--- config.mk ---
export PLATFORM = sky130hd
export DESIGN_NAME = uart_rx_mod
export DESIGN_NICKNAME = d
export VERILOG_FILES = /design/src/rtl/uart_pkg.sv /design/src/rtl/uart_rx_sync.sv /design/src/rtl/uart_rx_mod.sv
export SDC_FILE = /design/constraint.sdc
export NUM_CORES = 1
export LEC_CHECK = 0
export CAP_MARGIN = 20
export CORE_MARGIN = 5
export CORE_UTILIZATION = 55
export DETAILED_ROUTE_END_ITERATION = 7
export PLACE_DENSITY = 0.77
export RECOVER_POWER = 25
export REMOVE_ABC_BUFFERS = 1
export SYNTH_ARGS = -nofsm -noshare
export SYNTH_HDL_FRONTEND = slang
export SYNTH_SLANG_ARGS = --single-unit
--- constraint.sdc ---
create_clock -name i_clk -period 1.74 [get_ports i_clk]
set_input_delay 0.261 -clock i_clk [delete_from_list [all_inputs] [get_ports i_clk]]
set_output_delay 0.261 -clock i_clk [all_outputs]
set_load 0.01 [all_outputs]
--- src/rtl/uart_pkg.sv ---
// Shared UART definitions: receiver FSM states and oversampling constants.
package uart_pkg;

  typedef enum logic [1:0] {
    IDLE  = 2'd0,
    START = 2'd1,
    DATA  = 2'd2,
    STOP  = 2'd3
  } rx_state_e;

  localparam int OVERSAMPLE = 16;
  localparam int MID_SAMPLE = 7;

endpackage

--- src/rtl/uart_rx_sync.sv ---
// Two-flop synchronizer for the asynchronous serial line; resets to the idle level (1).
module uart_rx_sync (
  input  logic i_clk,
  input  logic i_reset,
  input  logic d,
  output logic q
);

  logic meta_reg;
  logic sync_reg;

  always_ff @(posedge i_clk or negedge i_reset) begin
    if (!i_reset) begin
      meta_reg <= 1'b1;
      sync_reg <= 1'b1;
    end else begin
      meta_reg <= d;
      sync_reg <= meta_reg;
    end
  end

  assign q = sync_reg;

endmodule

--- src/rtl/uart_rx_mod.sv ---
// UART receiver (start + NB_DATA data bits LSB first + stop) clocked by a 16x oversampling tick.
module uart_rx_mod
  import uart_pkg::*;
#(
  parameter int NB_DATA    = 8,
  parameter int STOP_TICKS = 16
) (
  input  logic               i_clk,
  input  logic               i_reset,
  input  logic               i_s_tick,
  input  logic               i_rx,
  output logic [NB_DATA-1:0] o_rx_data,
  output logic               o_rx_done_tick
);

  localparam int S_W = ($clog2(STOP_TICKS) < 4) ? 4 : $clog2(STOP_TICKS);
  localparam int N_W = ($clog2(NB_DATA) < 1) ? 1 : $clog2(NB_DATA);

  localparam logic [S_W-1:0] S_MID       = S_W'(MID_SAMPLE);
  localparam logic [S_W-1:0] S_BIT_LAST  = S_W'(OVERSAMPLE - 1);
  localparam logic [S_W-1:0] S_STOP_LAST = S_W'(STOP_TICKS - 1);
  localparam logic [N_W-1:0] N_LAST      = N_W'(NB_DATA - 1);

  logic rx_s;

  rx_state_e          state_reg, state_next;
  logic [S_W-1:0]     s_reg, s_next;
  logic [N_W-1:0]     n_reg, n_next;
  logic [NB_DATA-1:0] shift_reg, shift_next;
  logic [NB_DATA-1:0] data_reg, data_next;
  logic               done_reg, done_next;

  uart_rx_sync u_sync (
    .i_clk   (i_clk),
    .i_reset (i_reset),
    .d       (i_rx),
    .q       (rx_s)
  );

  always_ff @(posedge i_clk or negedge i_reset) begin
    if (!i_reset) begin
      state_reg <= IDLE;
      s_reg     <= '0;
      n_reg     <= '0;
      shift_reg <= '0;
      data_reg  <= '0;
      done_reg  <= 1'b0;
    end else begin
      state_reg <= state_next;
      s_reg     <= s_next;
      n_reg     <= n_next;
      shift_reg <= shift_next;
      data_reg  <= data_next;
      done_reg  <= done_next;
    end
  end

  always_comb begin
    state_next = state_reg;
    s_next     = s_reg;
    n_next     = n_reg;
    shift_next = shift_reg;
    data_next  = data_reg;
    done_next  = 1'b0;
    case (state_reg)
      IDLE: begin
        if (!rx_s) begin
          state_next = START;
          s_next     = '0;
        end
      end
      START: begin
        // Re-check the line at mid start bit so short glitches are rejected.
        if (i_s_tick) begin
          if (s_reg == S_MID) begin
            if (!rx_s) begin
              state_next = DATA;
              s_next     = '0;
              n_next     = '0;
            end else begin
              state_next = IDLE;
            end
          end else begin
            s_next = s_reg + 1'b1;
          end
        end
      end
      DATA: begin
        if (i_s_tick) begin
          if (s_reg == S_BIT_LAST) begin
            s_next     = '0;
            shift_next = {rx_s, shift_reg[NB_DATA-1:1]};
            if (n_reg == N_LAST) begin
              state_next = STOP;
            end else begin
              n_next = n_reg + 1'b1;
            end
          end else begin
            s_next = s_reg + 1'b1;
          end
        end
      end
      STOP: begin
        if (i_s_tick) begin
          if (s_reg == S_STOP_LAST) begin
            state_next = IDLE;
            data_next  = shift_reg;
            done_next  = 1'b1;
          end else begin
            s_next = s_reg + 1'b1;
          end
        end
      end
      default: state_next = IDLE;
    endcase
  end

  assign o_rx_data      = data_reg;
  assign o_rx_done_tick = done_reg;

endmodule

[After elaboration in Yosys (flattened, before gate mapping)]
Cells that the tools add are included.
Operators by class
  multiplexer cells: 28
  reduce and logical (&&, ||, !) cells: 7
  add/sub/neg operators: 2
  equal/unequal tests: 17
Operator list (count)
  4-bit 2-to-1 mux: 7
  2-bit != test (second input constant): 11
  2-bit 2-to-1 mux: 9
  3-bit 2-to-1 mux: 6
  4-bit one-hot mux with 4 select lines: 1
  2-bit one-hot mux with 4 select lines: 1
  8-bit AND reduction: 1
  7-bit AND reduction: 1
  3-bit one-hot mux with 2 select lines: 1
  3-bit AND reduction: 2
  4-bit by 1-bit adder with 4-bit output (second input constant): 1
  2-bit equality test (second input constant): 2
  4-bit by 3-bit equality test with 1-bit output (second input constant): 1
  4-bit equality test (second input constant): 1
  4-bit AND reduction: 1
  3-bit by 1-bit adder with 3-bit output (second input constant): 1
  3-bit equality test (second input constant): 1
  1-bit 2-to-1 mux: 3
  2-bit by 1-bit equality test with 1-bit output (second input constant): 1
  2-bit zero test: 1
  2-bit nonzero test: 1
Word-level totals
  word-level logic and storage cells: 62
  register bits: 28
  output and inout bits: 9

[Logic depth before layout (Yosys ltp)]
  word-level depth: 5
  gate-level depth with buffers: 5

[Hierarchy]
A second synthesis with hierarchy kept.
Unflattened totals
  cell total of the unflattened synthesis: 94
  area total of the unflattened synthesis: 1318.8 um2
By module, submodules not included
  uart_rx_mod: instances 1, sequential area each 650.6 um2, area each 1266.2 um2, cells an instance 92
  uart_rx_sync: instances 1, sequential area each 52.6 um2, area each 52.6 um2, cells an instance 2

[Least setup slack after synthesis]
No wires, ideal clock.
  path type: flip-flop to flip-flop
  from: register s_reg[0]
  to: register data_reg[0] (netlist: o_rx_data[0])
  arrival time: 1.475 ns
  path slack: 0.141 ns
  cell stages (with the launch flop): 5
  clock period less this slack: 1.599 ns
  buffers on the path: 0
  library setup time: 0.125 ns
  path through: dfrtp_1 > ha_1 > nand4_1 > nor2_4 > mux2_2
Between the ends
  cells in the longest elaborated chain, start to end: 2
Ends and longest elaborated chain
  start: declaration: line uart_rx_mod.sv:27  | logic [S_W-1:0] s_reg, s_next;
  start signal: assignment: line uart_rx_mod.sv:50  | s_reg <= s_next;
  4-bit equality test: line uart_rx_mod.sv:105  | if (s_reg == S_STOP_LAST) begin
  3-bit AND reduction (no source line)
  end signal: assignment: line uart_rx_mod.sv:53  | data_reg <= data_next;
  end: declaration: line uart_rx_mod.sv:30  | logic [NB_DATA-1:0] data_reg, data_next;
No other way between the ends.
A chain may end at the register's enable or synchronous reset.

[Worst setup path after layout]
  from: register s_reg[1]
  to: register s_reg[3]
Between the ends
  cells in the longest elaborated chain, start to end: 4
  elaborated cells on any way between the ends: 12
Ends and longest elaborated chain
  4-bit by 1-bit adder with 4-bit output, or another cell as far along: line uart_rx_mod.sv:84, uart_rx_mod.sv:99, uart_rx_mod.sv:110
  4-bit 2-to-1 mux (on tied branches): line uart_rx_mod.sv:105, uart_rx_mod.sv:75, uart_rx_mod.sv:90
  4-bit 2-to-1 mux (on tied branches): line uart_rx_mod.sv:104, uart_rx_mod.sv:74, uart_rx_mod.sv:89
  4-bit one-hot mux with 4 select lines: line uart_rx_mod.sv:65  | case (state_reg)
Several ways; a longest one is shown, not always the timed one. The select of a mux whose other input is x is not followed.

==> key figures <==
Synth
  • Mean Syn Cell Area: about 12 um2
  • Mapped cell area: 1330 um2
  • Post-synthesis sequential area ratio: 0.528
  • Cells after synthesis: 109
  • EDFF count, synth: 0
  • Most used DFF post-synth: dfrtp_1
  • Synth cell types: 37
  • Synth top area share: 0.488
  • Yosys top cell by area: dfrtp_1
  • Register bit total from synthesis: 28
  • Synth warn: 0
  • Share of flip-flops with an asynchronous set or reset: 1.00
  • Synth area leaders: dfrtp_1 49%, mux2_2 15%, dfstp_2 3.9%

Cells and area
  • Diode count: 0
  • Finished Layout Cells: 157
  • NumNets Final: between 100 and 150
  • Leading cell types in the layout, fill and taps excluded: 26 x dfrtp_1, 18 x mux2_2, 10 x clkdlybuf4s50_1
  • Final Util: 0.699
  • Layout area overhead: 18.3%
  • Share of cells above drive strength 1: 0.333
  • Most common cell after layout, fill and taps aside: dfrtp_1

Worst hold path
  • Hold endpoint: u_sync.q
  • Hold Path Cell Cnt: 0
  • Worst hold path type: reg2reg
  • Hold_sp: u_sync.meta_reg

Power and ir drop
  • Peak supply drop: 1.01 mV
  • Pwr dens: about 1200 nW/um2
  • Static leakage: 0.738 nW
  • Pwr Total: 1.88 mW

Timing
  • Fin. max-slew vios: 0
  • RSZ-0062 raised after global routing: true
  • Worst Tran Pin Value: 0.659 ns
  • Worst rel slew slack: 0.561
  • Final setup vio count: 0
  • Setup WS post-layout: 0.0680 ns
  • Clk_skew: 0.00513 ns
  • Period utilization: 0.961
  • Peak Freq: roughly 0.6 GHz
  • Min Tclk post-route: 1.67 ns
  • Final hold vios: 0

Placement
  • Pre-CTS WS: -0.106 ns
  • IO buf count: 12
  • Routability cong.: 0.768
  • DPL Wire Length: 1.58 mm
  • Placed instance count: between 150 and 200

Critical path
  • Critical Path Start Type: flop
  • Cells on worst reg2reg path: 6
  • Reg-to-Reg Start: s_reg[1]
  • Crit path kind: reg2reg
  • Reg-to-reg endpoint: s_reg[3]
  • R2R Setup Slk: 0.07 ns
  • Worst path required time: 1.97 ns
  • CP max FO: 5
  • CP endpoint kind: flop
  • Critical Path AT: 1.90 ns

Clock tree
  • Clock buffer depth: 2
  • H-tree Lvls: 1
  • Skew-Pair Late Insertion Delay: 0.32 ns
  • # clock sinks: 28
  • Num CTS Buffers: 3
  • CTS tree: done
  • Clock transition at path regs: 0.15 ns
  • Root Driver: clkbuf_4

Die
  • Ports: 13
  • Core ar.: 2250 um2
  • Site Rows: 17
  • Initial Util: 0.591
  • Die Wd: 59.2 um
  • DIE AREA: 3510 um2
  • Die height: 59.2 um

GRT
  • Largest net degree at the start of global routing: 29
  • Total GRT Usage: 0.147
  • Vias in the first global route: around 860
  • Initial antenna violation count: 0
  • First-pass GRT wire length: 3.95 mm
  • Grt total ovfl: 0

Outcome
  • Status: finished, final reports clean

Run
  • Max Cap Viol: 0

Drt
  • DRC Markers: 0
  • ANT nets after route: 0
  • Drt pass-1 iters: 4
  • Routed via count: approximately 850
  • Vias per std cell: 5.40
  • Routed wire length: 2.21 mm
  • DR WL/cell: around 14 um
  • 1st-iter DRT viols: 15
==> cells by family after synthesis <==
logic type      Yosys count  synth area share
compound gates           17            0.0911
xor+xnor                  1           0.00657
fa+ha+maj                 3            0.0282
buf+inv                  13            0.0507
flops                    28             0.528
mux                      20             0.168
simple gates             27             0.128
==> final cells by class <==
cell class              count  area, um2
inverters                   8       30.0
multi-input cells          68        571
well taps                  28       35.0
clock buffers               3       22.5
clock inverters             1       30.0
fillers                   177        678
flip-flops and latches     28        703
repair buffers             21        185
==> per-stage QoR <==
| stage | instance area [um2] | hold WS (ns) | TNS, ns |
|---|---|---|---|
| after floorplan | 1290 | -0.0346 | 0 |
| after global placement | 1510 | 0.350 | -0.886 |
| after detailed placement | 1510 | 0.349 | -1.39 |
| after CTS | 1560 | 0.297 | 0 |
| after global routing | 1580 | 0.381 | -0.00362 |
| final | 1580 | 0.372 | 0 |
==> critical path, cell delays in order (launching register included) <==
cell	delay (ns)
dfrtp_1	0.39
ha_2	0.23
buf_4	0.13
nand3b_1	0.13
a32oi_2	0.31
nor3_1	0.09
a211o_2	0.30
==> worst max-delay path by stage <==
stage	from	to	slack (ns)	cells after the start
5_1_grt	s_reg[1]	s_reg[3]	-0.004	6
3_5_place_dp	i_s_tick	s_reg[3]	-0.11	6
4_1_cts	s_reg[1]	s_reg[3]	0.009	6
3_3_place_gp	i_s_tick	s_reg[3]	-0.07	6
6_report	s_reg[1]	s_reg[3]	0.07	6
2_1_floorplan	s_reg[0]	o_rx_data[0]	0.14	4
==> synthesized netlist by cell type (2+ instances only) <==
library cell / instances
a21oi_1: 4
buf_4: 3
dfrtp_1: 26
dfstp_2: 2
ha_1: 3
inv_1: 8
mux2_2: 18
nand2_1: 3
nand3_1: 2
nand3b_1: 2
nand4_1: 2
nor2_1: 6
nor2_4: 2
o21ai_0: 5
==> metal layers <==
metal / share of wire / global-route usage / vias up
li1: - / - / 427
met1: 0.49 / 0.216 / 403
met2: 0.46 / 0.217 / 16
met3: 0.036 / 0.0261 / 2
met4: 0.0054 / 0.0485 / 0
met5: 0 / 0 / -
==> where the power goes <==
group	switching, mW	total (mW)	internal [mW]
clock network	0.182	0.415	0.233
logic	0.288	0.593	0.305
registers	0.140	0.876	0.735
==> timing repair <==
item,CTS,global route
gates cloned,0,0
setup endpoints to repair,1,18
buffers inserted,0,1
hold buffers,0,0
gates resized for setup,0,2
pin swaps,1,1
Power figures use the tool's default switching activity.
